==> src/rtl/uart_tx.sv <==
// Two-byte register-write UART transmitter.
// Sends {addr, data} as two 8N1 bytes, LSB first, timed by the shared baud tick:
//   byte 1 = {1'b0, data[6:0]}, byte 2 = {1'b1, addr[5:0], data[7]}
// followed by GAP_BITS idle bit periods before tx_ready returns.
module uart_tx #(
  parameter int unsigned BAUD_DIV = 6,
  parameter int unsigned GAP_BITS = 1
) (
  input  logic       clk,
  input  logic       rst_n,
  input  logic       uart_clk,
  input  logic [5:0] tx_addr,
  input  logic [7:0] tx_data,
  input  logic       tx_valid,
  output logic       tx_ready,
  output logic       tx,
  output logic       tx_done
);

  localparam logic [2:0] TickLast = 3'(BAUD_DIV - 1);
  localparam logic [1:0] GapLast  = (GAP_BITS == 0) ? 2'd0 : 2'(GAP_BITS - 1);

  typedef enum logic [2:0] {
    StIdle,
    StStart,
    StData,
    StStop,
    StGap
  } state_e;

  state_e     state_q;
  logic [2:0] tick_q;
  logic [2:0] bit_q;
  logic       byte_q;
  logic [1:0] gap_q;
  logic [5:0] addr_q;
  logic [7:0] data_q;
  logic       tx_q;
  logic       ready_q;
  logic       done_q;

  logic [7:0] cur_byte;
  logic [2:0] bit_nxt;
  logic       wrap;

  // Current byte payload, next bit index, and end-of-bit tick.
  always_comb begin
    cur_byte = byte_q ? {1'b1, addr_q, data_q[7]} : {1'b0, data_q[6:0]};
    bit_nxt  = bit_q + 3'd1;
    wrap     = uart_clk && (tick_q == TickLast);
  end

  // Frame sequencer; every output is registered.
  always_ff @(posedge clk or negedge rst_n) begin
    if (!rst_n) begin
      state_q <= StIdle;
      tick_q  <= 3'd0;
      bit_q   <= 3'd0;
      byte_q  <= 1'b0;
      gap_q   <= 2'd0;
      addr_q  <= 6'd0;
      data_q  <= 8'd0;
      tx_q    <= 1'b1;
      ready_q <= 1'b1;
      done_q  <= 1'b0;
    end else begin
      done_q <= 1'b0;
      if (state_q == StIdle) begin
        // Acceptance never launches the start bit itself, even if a tick coincides.
        if (tx_valid && ready_q) begin
          addr_q  <= tx_addr;
          data_q  <= tx_data;
          ready_q <= 1'b0;
          state_q <= StStart;
          tick_q  <= 3'd0;
          bit_q   <= 3'd0;
          byte_q  <= 1'b0;
          gap_q   <= 2'd0;
        end
      end else if (uart_clk) begin
        tick_q <= wrap ? 3'd0 : tick_q + 3'd1;
        unique case (state_q)
          StStart: begin
            // tx still high here means the first tick after acceptance: drop the line
            // and start timing the start bit from this tick.
            if (tx_q) begin
              tx_q   <= 1'b0;
              tick_q <= 3'd0;
            end else if (wrap) begin
              state_q <= StData;
              bit_q   <= 3'd0;
              tx_q    <= cur_byte[0];
            end
          end
          StData: begin
            if (wrap) begin
              if (bit_q == 3'd7) begin
                state_q <= StStop;
                tx_q    <= 1'b1;
              end else begin
                bit_q <= bit_nxt;
                tx_q  <= cur_byte[bit_nxt];
              end
            end
          end
          StStop: begin
            if (wrap) begin
              if (!byte_q) begin
                // Second byte follows immediately, no idle between bytes.
                byte_q  <= 1'b1;
                state_q <= StStart;
                tx_q    <= 1'b0;
              end else if (GAP_BITS == 0) begin
                state_q <= StIdle;
                ready_q <= 1'b1;
                done_q  <= 1'b1;
                tx_q    <= 1'b1;
              end else begin
                state_q <= StGap;
                gap_q   <= 2'd0;
                tx_q    <= 1'b1;
              end
            end
          end
          StGap: begin
            if (wrap) begin
              if (gap_q == GapLast) begin
                state_q <= StIdle;
                ready_q <= 1'b1;
                done_q  <= 1'b1;
              end else begin
                gap_q <= gap_q + 2'd1;
              end
            end
          end
          default: state_q <= StIdle;
        endcase
      end
    end
  end

  assign tx       = tx_q;
  assign tx_ready = ready_q;
  assign tx_done  = done_q;

endmodule

==> config.mk <==
export PLATFORM = sky130hd
export DESIGN_NAME = uart_tx
export DESIGN_NICKNAME = d
export VERILOG_FILES = /design/src/rtl/uart_tx.sv
export SDC_FILE = /design/constraint.sdc
export NUM_CORES = 1
export LEC_CHECK = 0
export ABC_CLOCK_PERIOD_IN_PS = 4500
export CAP_MARGIN = 20
export CORE_MARGIN = 5
export CORE_UTILIZATION = 50
export CTS_CLUSTER_DIAMETER = 60
export CTS_CLUSTER_SIZE = 30
export DETAILED_ROUTE_END_ITERATION = 10
export PLACE_DENSITY = 0.84
export SETUP_SLACK_MARGIN = 0.15
export SKIP_LAST_GASP = 1
export SLEW_MARGIN = 20
export SYNTH_ARGS = -nofsm -noshare
export SYNTH_HDL_FRONTEND = slang
export SYNTH_SLANG_ARGS = --single-unit
==> constraint.sdc <==
create_clock -name clk -period 4.5 [get_ports clk]
set_input_delay 0.9 -clock clk [delete_from_list [all_inputs] [get_ports clk]]
set_output_delay 0.9 -clock clk [all_outputs]
set_load 0.02 [all_outputs]
# [Word level (Yosys, flattened, before mapping)]
# Index checks and enable logic that the tools add are counted.
[classes] addsub=3 mul=0 div=0 n_lt_le_gt_ge=1 n_eq_ne=19 n_shift=0 mux=58 n_bitwise=1 n_reduce_logical=20
[ops] op="two-way mux 3 bit" n=23
[ops] op="!= test 3 bit, second input constant" n=10
[ops] op="two-way mux 1 bit" n=22
[ops] op="two-way mux 2 bit" n=7
[ops] op="AND reduction 7 bit" n=2
[ops] op="one-hot mux 3 bit (4 select lines)" n=1
[ops] op="AND reduction 5 bit" n=2
[ops] op="nonzero test 2 bit" n=5
[ops] op="== test 3 bit, second input constant" n=3
[ops] op="AND reduction 9 bit" n=1
[ops] op="nonzero test 3 bit" n=3
[ops] op="two-way mux 8 bit" n=1
[ops] op="adder 3 x 1 -> 3 bit, second input constant" n=2
[ops] op="== test 3 x 2 -> 1 bit, second input constant" n=2
[ops] op="one-hot mux 3 bit (2 select lines)" n=1
[ops] op="< comparator 3 x 4 -> 1 bit, second input constant" n=1
[ops] op="!= test 2 bit, second input constant" n=2
[ops] op="one-hot mux 2 bit (2 select lines)" n=1
[ops] op="AND reduction 2 bit" n=2
[ops] op="AND reduction 4 bit" n=1
[ops] op="binary-select mux 1 bit (select 3 bit)" n=1
[ops] op="== test 3 x 1 -> 1 bit, second input constant" n=1
[ops] op="zero test 3 bit" n=1
[ops] op="one-hot mux 1 bit (3 select lines)" n=1
[ops] op="5 further kinds" n=6
[word_totals] regBits=29 latchBits=0 ramBits=0 rom_bits=0 in_bits=18 n_memories=0

# [Depth between registers and ports, before layout]
# Gate-level depths: netlist of run 1.
[depth] ltp_word=7 ltp_mapped=7 mapped_depth_nobuf=7

# [Least setup slack after synthesis of run 1]
# OpenSTA, ideal clock, no wires.
[synth_timing] path_type="input port to flip-flop" start="in uart_clk" end="reg state_q[0]" setup_ns=0.125 t_arrival_ns=1.880 slack_ns=2.494 cell_stages=4 n_path_buf=0 path_cell_list="and3_1 > a221oi_2 > a2111oi_4 > mux2_4"
[synth_between] elab_chain_cells=3 elab_cells_between_ends=7
[synth_rtl] element="start, declared" line="11" text="input logic uart_clk,"
[synth_rtl] element="logical AND 1 bit" line="50" text="wrap = uart_clk && (tick_q == TickLast);"
[synth_rtl] element="!= test 3 bit (no line)"
[synth_rtl] element="AND reduction 9 bit (no line) *"
[synth_rtl] element="end signal, assigned" line="56" text="state_q <= StIdle;"
[synth_rtl] element="end signal, assigned" line="74" text="state_q <= StStart;"
[synth_rtl] element="end signal, assigned" line="90" text="state_q <= StData;"
[synth_rtl] element="end, declared" line="31" text="state_e state_q;"
# Mark *: on every way between the ends. The rest lies on a longest branch, timed or not.
# A chain may end at the register's enable or synchronous reset.

# [Worst setup path after layout of run 1]
[layout_timing] start="reg tx_q, in the netlist tx" end="out tx"
[layout_rtl] element="start, declared" line="38" text="logic tx_q;"
[layout_rtl] element="start signal, assigned" line="92" text="tx_q <= cur_byte[0];"
[layout_rtl] element="start signal, assigned" line="102" text="tx_q <= cur_byte[bit_nxt];"
[layout_rtl] element="end, declared" line="16" text="output logic tx,"
# No word-level cell between the ends.

==> results.ini, run 1 <==
[outcome]
run_status=completed

[route]
detail-route-antenna-nets=0
postRouteWirelength_um=3030
detailedRoute.firstPassIterationCount=4
initialDrtViolationCount=56
detail_route.wl_per_cell_um=14.3
via_count=1172
post-route-drc-count=0
drt-vias-per-instance=5.55

[synth]
synth_async_sr_flop_share_pct=100
mappedNetlistNets=167
seq_area_frac_synth_pct=45.0
yosysWarnings=0
post_synth_main_area_contributors=sky130_fd_sc_hd__dfrtp_1, sky130_fd_sc_hd__mux2_2, sky130_fd_sc_hd__ha_1, sky130_fd_sc_hd__dfstp_2, sky130_fd_sc_hd__mux4_2
netlist_top_cells_count=sky130_fd_sc_hd__dfrtp_1, sky130_fd_sc_hd__mux2_2, sky130_fd_sc_hd__nor2_1
synth-seq-cells=29
synthDominantCellAreaShare_pct=41.7
ys.flop_type=sky130_fd_sc_hd__dfrtp_1
synth.cell_area_um2=1620
synth.avg_cell_area_um2=11.2
syn-instance-count=144
post-synth-top-area-cell=sky130_fd_sc_hd__dfrtp_1
synth_enable_flop_cells=0
synthMostInstantiatedCell=sky130_fd_sc_hd__dfrtp_1
distinct_cell_type_count_of_the_synthesized_netlist=38

[cells_and_area]
drive_above_1_share_pct=21.6
multiInputGateArea_um2=813
final_net_count=189
fillCellCount=257
sequential_cell_area_um2=728
final_cells=211
antenna_cells_inserted=0
area_growth_syn_to_layout_pct=16.5

[die]
floorplan.die.height_um=66.9
core_area_um2=3080
fp.dieW_um=66.9
io_pins=21
placementRows=20
fp.dieArea_um2=4480
initial_core_util_pct=52.6

[flow_run]
cap_viol_max_count=0

[sta]
worst_slew_pin_slew_ns=0.701
final_max_slew_viol_count=0
timing.final.setup_violations=0
hold_slack_ns=0.505
period_utilization_post_route_pct=53.7
slew-limit-headroom_pct=53.0
rsz0062_at_grt=false
finalClockSkew_ns=0.0114
final_period_minus_worst_setup_slack_ns=2.42
hold_viol=0
setup_slack_ns=2.08
fmax_mhz=414
timing.setup.tns_ns=0

[setup_path]
path_max_fanout=5
path_class=register to output port
critical-path-top-delay-family=buffers and inverters
critical_path.endpoint_type=output port
crit_path_max_incr_delay_ns=0.61
setup.reg_to_reg.worst_slack_ns=2.40
worst_endpoint_data_arrival_time_ns=1.52
worst_setup_path_start_kind=register
required_ns=3.60
critical_path.cell_chain=clkdlybuf4s50_1
crit_path_top_delay_cell=sky130_fd_sc_hd__clkdlybuf4s50_1
critical_path_buf_inv_count=1

[cts]
worstSkewPairLatency_ns=0.33
post_cts_buffers=0
cts_inserted_buffers=5
clock_tree_from_tritoncts=built
htree_levels=2
postCtsHoldBufs=0
ctsRootBufferMaster=sky130_fd_sc_hd__clkbuf_4
ctsLongestPathBuffers=2
clock_sink_count=29
clock_transition_time_at_the_flip_flop_clock_pins_of_the_worst_setup_and_hold_paths_ns=0.09
cts_resized=0

[global_route]
grt_pass1_wl_um=5460
grt_pass1_vias=1236
grt_start_max_net_pins=19
antenna_found_initial=0
track_usage_pct=16.4
grt.overflow.total=0

[power]
power_uw=996
power_per_cell_area_nw_per_um2=528
vdd.ir_drop.worst_uv=257
leakage_nw=0.852

[placed_design]
detailedPlacementHpwl_um=2300
placement.setup.worst_slack_ns=1.81
numPortBuffers=20
place_congestion=0.923
post-place-cells=203

[min_path]
hold_path.class=register to register

==> power breakdown <==
part / internal [mW] / switching, mW / total, mW / leakage, nW
Clock: 0.0593 / 0.0879 / 0.147 / 0.0320
Sequential: 0.333 / 0.0962 / 0.429 / 0.380
Combinational: 0.216 / 0.204 / 0.420 / 0.440
==> registers in the layout, indices dropped and copies added, names as in the netlist <==
name      count
tx_done       1
state_q       3
data_q        8
bit_q         3
tick_q        3
tx            1
gap_q         2
addr_q        6
byte_q        1
tx_ready      1
==> metrics by stage <==
step	util [%]	instance area, um^2
finish	61.3	1890
global route	61.3	1890
CTS	61.3	1890
detailed placement	59.6	1830
global placement	59.5	1830
floorplan	-	1620
==> cells by family after synthesis <==
| logic type | synth area share (%) |
|---|---|
| adder cells (fa/ha/maj) | 3.86 |
| multiplexers | 17.5 |
| AO/OA/AOI/OAI | 14.3 |
| buffers and inverters | 4.95 |
| flip-flops | 45.0 |
| AND/OR/NAND/NOR | 14.4 |
==> placed cells by master, fill, tap and decap left out, types with 2 or more instances in the layout <==
cell	Yosys	final
sky130_fd_sc_hd__nor2b_1	3	2
sky130_fd_sc_hd__a41o_1	2	2
sky130_fd_sc_hd__mux2i_1	4	4
sky130_fd_sc_hd__or2b_1	2	2
sky130_fd_sc_hd__clkbuf_4	0	5
sky130_fd_sc_hd__ha_1	5	5
sky130_fd_sc_hd__dfrtp_1	27	27
sky130_fd_sc_hd__a31oi_1	4	4
sky130_fd_sc_hd__nor3_1	2	2
sky130_fd_sc_hd__inv_1	8	8
sky130_fd_sc_hd__dfstp_2	2	2
sky130_fd_sc_hd__or3b_1	2	2
sky130_fd_sc_hd__o21ai_0	7	7
sky130_fd_sc_hd__nand2_1	7	7
sky130_fd_sc_hd__mux2_2	15	15
sky130_fd_sc_hd__o31ai_1	3	3
sky130_fd_sc_hd__clkdlybuf4s50_1	0	20
sky130_fd_sc_hd__mux2_4	2	2
sky130_fd_sc_hd__mux4_2	2	2
sky130_fd_sc_hd__a21oi_1	4	4
sky130_fd_sc_hd__a21o_1	2	2
sky130_fd_sc_hd__nor2_1	11	11
sky130_fd_sc_hd__nand3_1	7	7
sky130_fd_sc_hd__clkinv_2	0	2
sky130_fd_sc_hd__nand2b_1	4	4
==> metal layers <==
metal	routed length [um]	GRT usage (%)	share of wire, %	vias up
li1	-	-	-	562
met1	1260	18.7	42	559
met2	1510	28.0	50	45
met3	209	5.73	6.9	6
met4	42	6.08	1.4	0
met5	0	0	0	-
==> worst paths after layout <==
| path | start | to | depth (start not counted) |
|---|---|---|---|
| worst min register to register | addr_q[5] | addr_q[5] | 1 |
| worst max register to register | state_q[2] | state_q[0] | 4 |
| max in group asynchronous | rst_n | tx_ready | 2 |
| worst max-delay path | tx | tx | 1 |
| min in group asynchronous | rst_n | tx_done | 1 |
| worst min-delay path | addr_q[5] | addr_q[5] | 1 |
==> area by class of cell <==
type / count / share of cell area, %
Timing Repair Buffer: 21 / 11.0
Sequential cell: 29 / 38.6
Clock inverter: 2 / 0.531
Inverter: 8 / 1.59
Multi-Input combinational cell: 101 / 43.1
Tap cell: 44 / 2.92
Clock buffer: 6 / 2.19
No activity file was read; power rests on OpenSTA's default activity.
==> run 2: changes to the inputs <==
--- a/config.mk
+++ b/config.mk
@@ -5,14 +5,14 @@
 export SDC_FILE = /design/constraint.sdc
 export NUM_CORES = 1
 export LEC_CHECK = 0
-export ABC_CLOCK_PERIOD_IN_PS = 4500
+export ABC_CLOCK_PERIOD_IN_PS = 2000
 export CAP_MARGIN = 20
 export CORE_MARGIN = 5
-export CORE_UTILIZATION = 50
+export CORE_UTILIZATION = 49
 export CTS_CLUSTER_DIAMETER = 60
 export CTS_CLUSTER_SIZE = 30
 export DETAILED_ROUTE_END_ITERATION = 10
-export PLACE_DENSITY = 0.84
+export PLACE_DENSITY = 0.86
 export SETUP_SLACK_MARGIN = 0.15
 export SKIP_LAST_GASP = 1
 export SLEW_MARGIN = 20
==> constraint.sdc (replaced) <==
create_clock -name clk -period 2 [get_ports clk]
set_input_delay 0.4 -clock clk [delete_from_list [all_inputs] [get_ports clk]]
set_output_delay 0.4 -clock clk [all_outputs]
set_load 0.02 [all_outputs]
==> results.ini, run 2 (synthesized netlist as in run 1, its figures left out) <==
[cells_and_area]
final_net_count=218  ; +15%
mostFrequentLayoutCell=sky130_fd_sc_hd__dfrtp_1
antenna_cells_inserted=0  ; unchanged
drive_above_1_share_pct=38.8  ; +17 points
area_growth_syn_to_layout_pct=35.8
final_cell_area_um2=2200  ; +17%
top_register_by_number_of_flip_flops=data_q
biggestRegsByFlops=data_q (8), addr_q (6)
largest_register_ffs=8  ; unchanged
fillCellCount=258  ; +0.39%
final_cells=240  ; +14%
mostFrequentLayoutCells=sky130_fd_sc_hd__dfrtp_1, sky130_fd_sc_hd__buf_4, sky130_fd_sc_hd__clkdlybuf4s50_1

[power]
cellInternalPower_mw=1.67  ; +170%
leakage_nw=1.01  ; +19%
power_frac_seq_pct=33.0  ; -10 points
power.switching_fraction_pct=38.0  ; -1.0 points
vdd.ir_drop.worst_uv=582  ; +130%
p_clk_share_pct=12.3  ; -2.5 points
combPwrFrac_pct=54.7  ; +13 points
power_switching_mw=1.02  ; +160%
power_per_cell_area_nw_per_um2=1220  ; +130%

[die]
placementRows=20  ; unchanged
fp.dieW_um=67.5  ; +0.86%
io_pins=21  ; unchanged
floorplan.die.height_um=67.5  ; +0.86%
fp.dieArea_um2=4550  ; +1.7%
initial_core_util_pct=52.2  ; -0.42 points
core_area_um2=3100  ; +0.81%

[setup_path]
required_ns=2.21  ; -1.39 ns
crit_path_max_incr_delay_ns=0.43  ; -0.18 ns
setup.reg_to_reg.worst_slack_ns=0.06  ; -2.34 ns
critical-path-top-delay-family=buffers and inverters
path_class=register to register
path_max_fanout=6  ; +1
crit_path_top_delay_cell=sky130_fd_sc_hd__dfrtp_2
critical_path.cell_chain=buf_6, buf_4, or3b_4, a21oi_4, a2111oi_4, buf_4, mux2_4
worst_setup_path_start_kind=register
cp_common_cell=sky130_fd_sc_hd__buf_4
worst_r2r_startpoint=state_q[1]
rr_worst_depth=7  ; +3
worst_endpoint_data_arrival_time_ns=2.15  ; +0.63 ns
critical_path.endpoint_type=register
critical_path_buf_inv_count=3  ; +2
crit-reg2reg-capture=state_q[0]

[sta]
rsz0062_at_grt=true
final_period_minus_worst_setup_slack_ns=1.94
timing.final.setup_violations=0  ; unchanged
worst_slew_pin_slew_ns=0.468  ; -0.234 ns
hold_viol=0  ; unchanged
fmax_mhz=516
final_max_slew_viol_count=0  ; unchanged
setup_slack_ns=0.0632  ; -2.02 ns
finalClockSkew_ns=0.00577  ; -0.00567 ns
slew-limit-headroom_pct=68.6  ; +16 points
period_utilization_post_route_pct=96.8

[global_route]
grt_start_max_net_pins=30  ; +11
grt_pass1_vias=1413  ; +14%
grt_pass1_wl_um=6120  ; +12%
track_usage_pct=17.8  ; +1.4 points
grt.overflow.total=0  ; unchanged
antenna_found_initial=0  ; unchanged

[route]
post-route-drc-count=0  ; unchanged
drt-vias-per-instance=5.49  ; -1.1%
postRouteWirelength_um=3660  ; +21%
detailedRoute.firstPassIterationCount=4  ; unchanged
detail_route.wl_per_cell_um=15.2  ; +6.3%
initialDrtViolationCount=63  ; +13%
via_count=1318  ; +12%
detail-route-antenna-nets=0  ; unchanged

[placed_design]
dpl-instance-area_um2=1960  ; +6.8%
placement.setup.worst_slack_ns=-0.0989  ; -1.91 ns
place_congestion=0.846  ; -8.3%
detailedPlacementHpwl_um=2650  ; +15%
numPortBuffers=20  ; unchanged
post-place-cells=220  ; +8.4%

[cts]
htree_levels=2  ; unchanged
clock_tree_from_tritoncts=built
ctsLongestPathBuffers=2  ; unchanged
ctsRootBufferMaster=sky130_fd_sc_hd__clkbuf_4
clock_transition_time_at_the_flip_flop_clock_pins_of_the_worst_setup_and_hold_paths_ns=0.09  ; about the same
worstSkewPairLatency_ns=0.32  ; about the same
clock_sink_count=29  ; unchanged
postCtsHoldBufs=0  ; unchanged
cts_inserted_buffers=5  ; unchanged

[outcome]
run_status=completed

[flow_run]
cap_viol_max_count=0  ; unchanged

[min_path]
hold_path.class=input port to async pin

run 2: cell count changes in the layout (fill, tap and decap cells not counted), moves of 5 or more:
cell and delta:
sky130_fd_sc_hd__o21ai_0 -5, sky130_fd_sc_hd__buf_4 +23, sky130_fd_sc_hd__buf_6 +6, sky130_fd_sc_hd__o21ai_1 +5
run 2: layer usage:
metal / GRT usage (%) / up-vias / routed length [um]
met3: 4.49 / 11 / 154
met5: 0 / - / 0
met4: 6.08 / 0 / 78
met2: 33.3 / 35 / 1970
met1: 19.2 / 648 / 1450
li1: - / 624 / -
run 2: final cells by class:
| cell class | instances | area (um^2) | area share (%) |
|---|---|---|---|
| clock inverters | 2 | 10.0 | 0.455 |
| clock buffers | 6 | 41.3 | 1.88 |
| well taps | 44 | 55.1 | 2.50 |
| repair buffers | 50 | 445 | 20.3 |
| inverters | 8 | 30.0 | 1.37 |
| multi-input cells | 101 | 886 | 40.3 |
| flip-flops and latches | 29 | 731 | 33.2 |
run 2: how the worst max path moves through the flow:
stage	start	to	cells past startpoint	slack [ns]
2_1_floorplan	bit_q[0]	state_q[0]	6	0.17
3_3_place_gp	uart_clk	state_q[0]	5	-0.07
3_5_place_dp	uart_clk	state_q[0]	5	-0.1
4_1_cts	bit_q[1]	state_q[0]	7	0.06
5_1_grt	state_q[1]	state_q[0]	7	0.02
6_report	state_q[1]	state_q[0]	7	0.06
run 2: power groups by stage:
stage	clock network (mW)	logic, mW	registers (mW)
detailed placement	0	1.17	0.906
CTS	0.345	1.27	0.881
finish	0.332	1.47	0.887
global route	0.376	1.59	0.907
global placement	0	1.14	0.888
floorplan	0	0.841	0.872
run 2: stage by stage:
stage / hold slack (ns) / utilization [%] / power (mW) / setup TNS (ns)
after floorplan: 0.104 / - / 1.71 / 0
after global routing: 0.493 / 70.8 / 2.87 / 0
after CTS: 0.460 / 67.0 / 2.50 / 0
final: 0.452 / 70.8 / 2.69 / 0
after detailed placement: 0.495 / 63.1 / 2.08 / -0.176
after global placement: 0.483 / 63.1 / 2.02 / -0.101
run 2: timing repair:
action,CTS,global route
pin swaps,6,9
resized for setup,9,21
endpoints found under the setup margin,6,10
buffers inserted,6,6
run 2: worst register-to-register path: cells and delay by family (launching register included):
kind / cells / cell delay, ns
buf+inv: 3 / 0.47
flops: 1 / 0.43
compound gates: 2 / 0.39
mux: 1 / 0.29
simple gates: 1 / 0.25
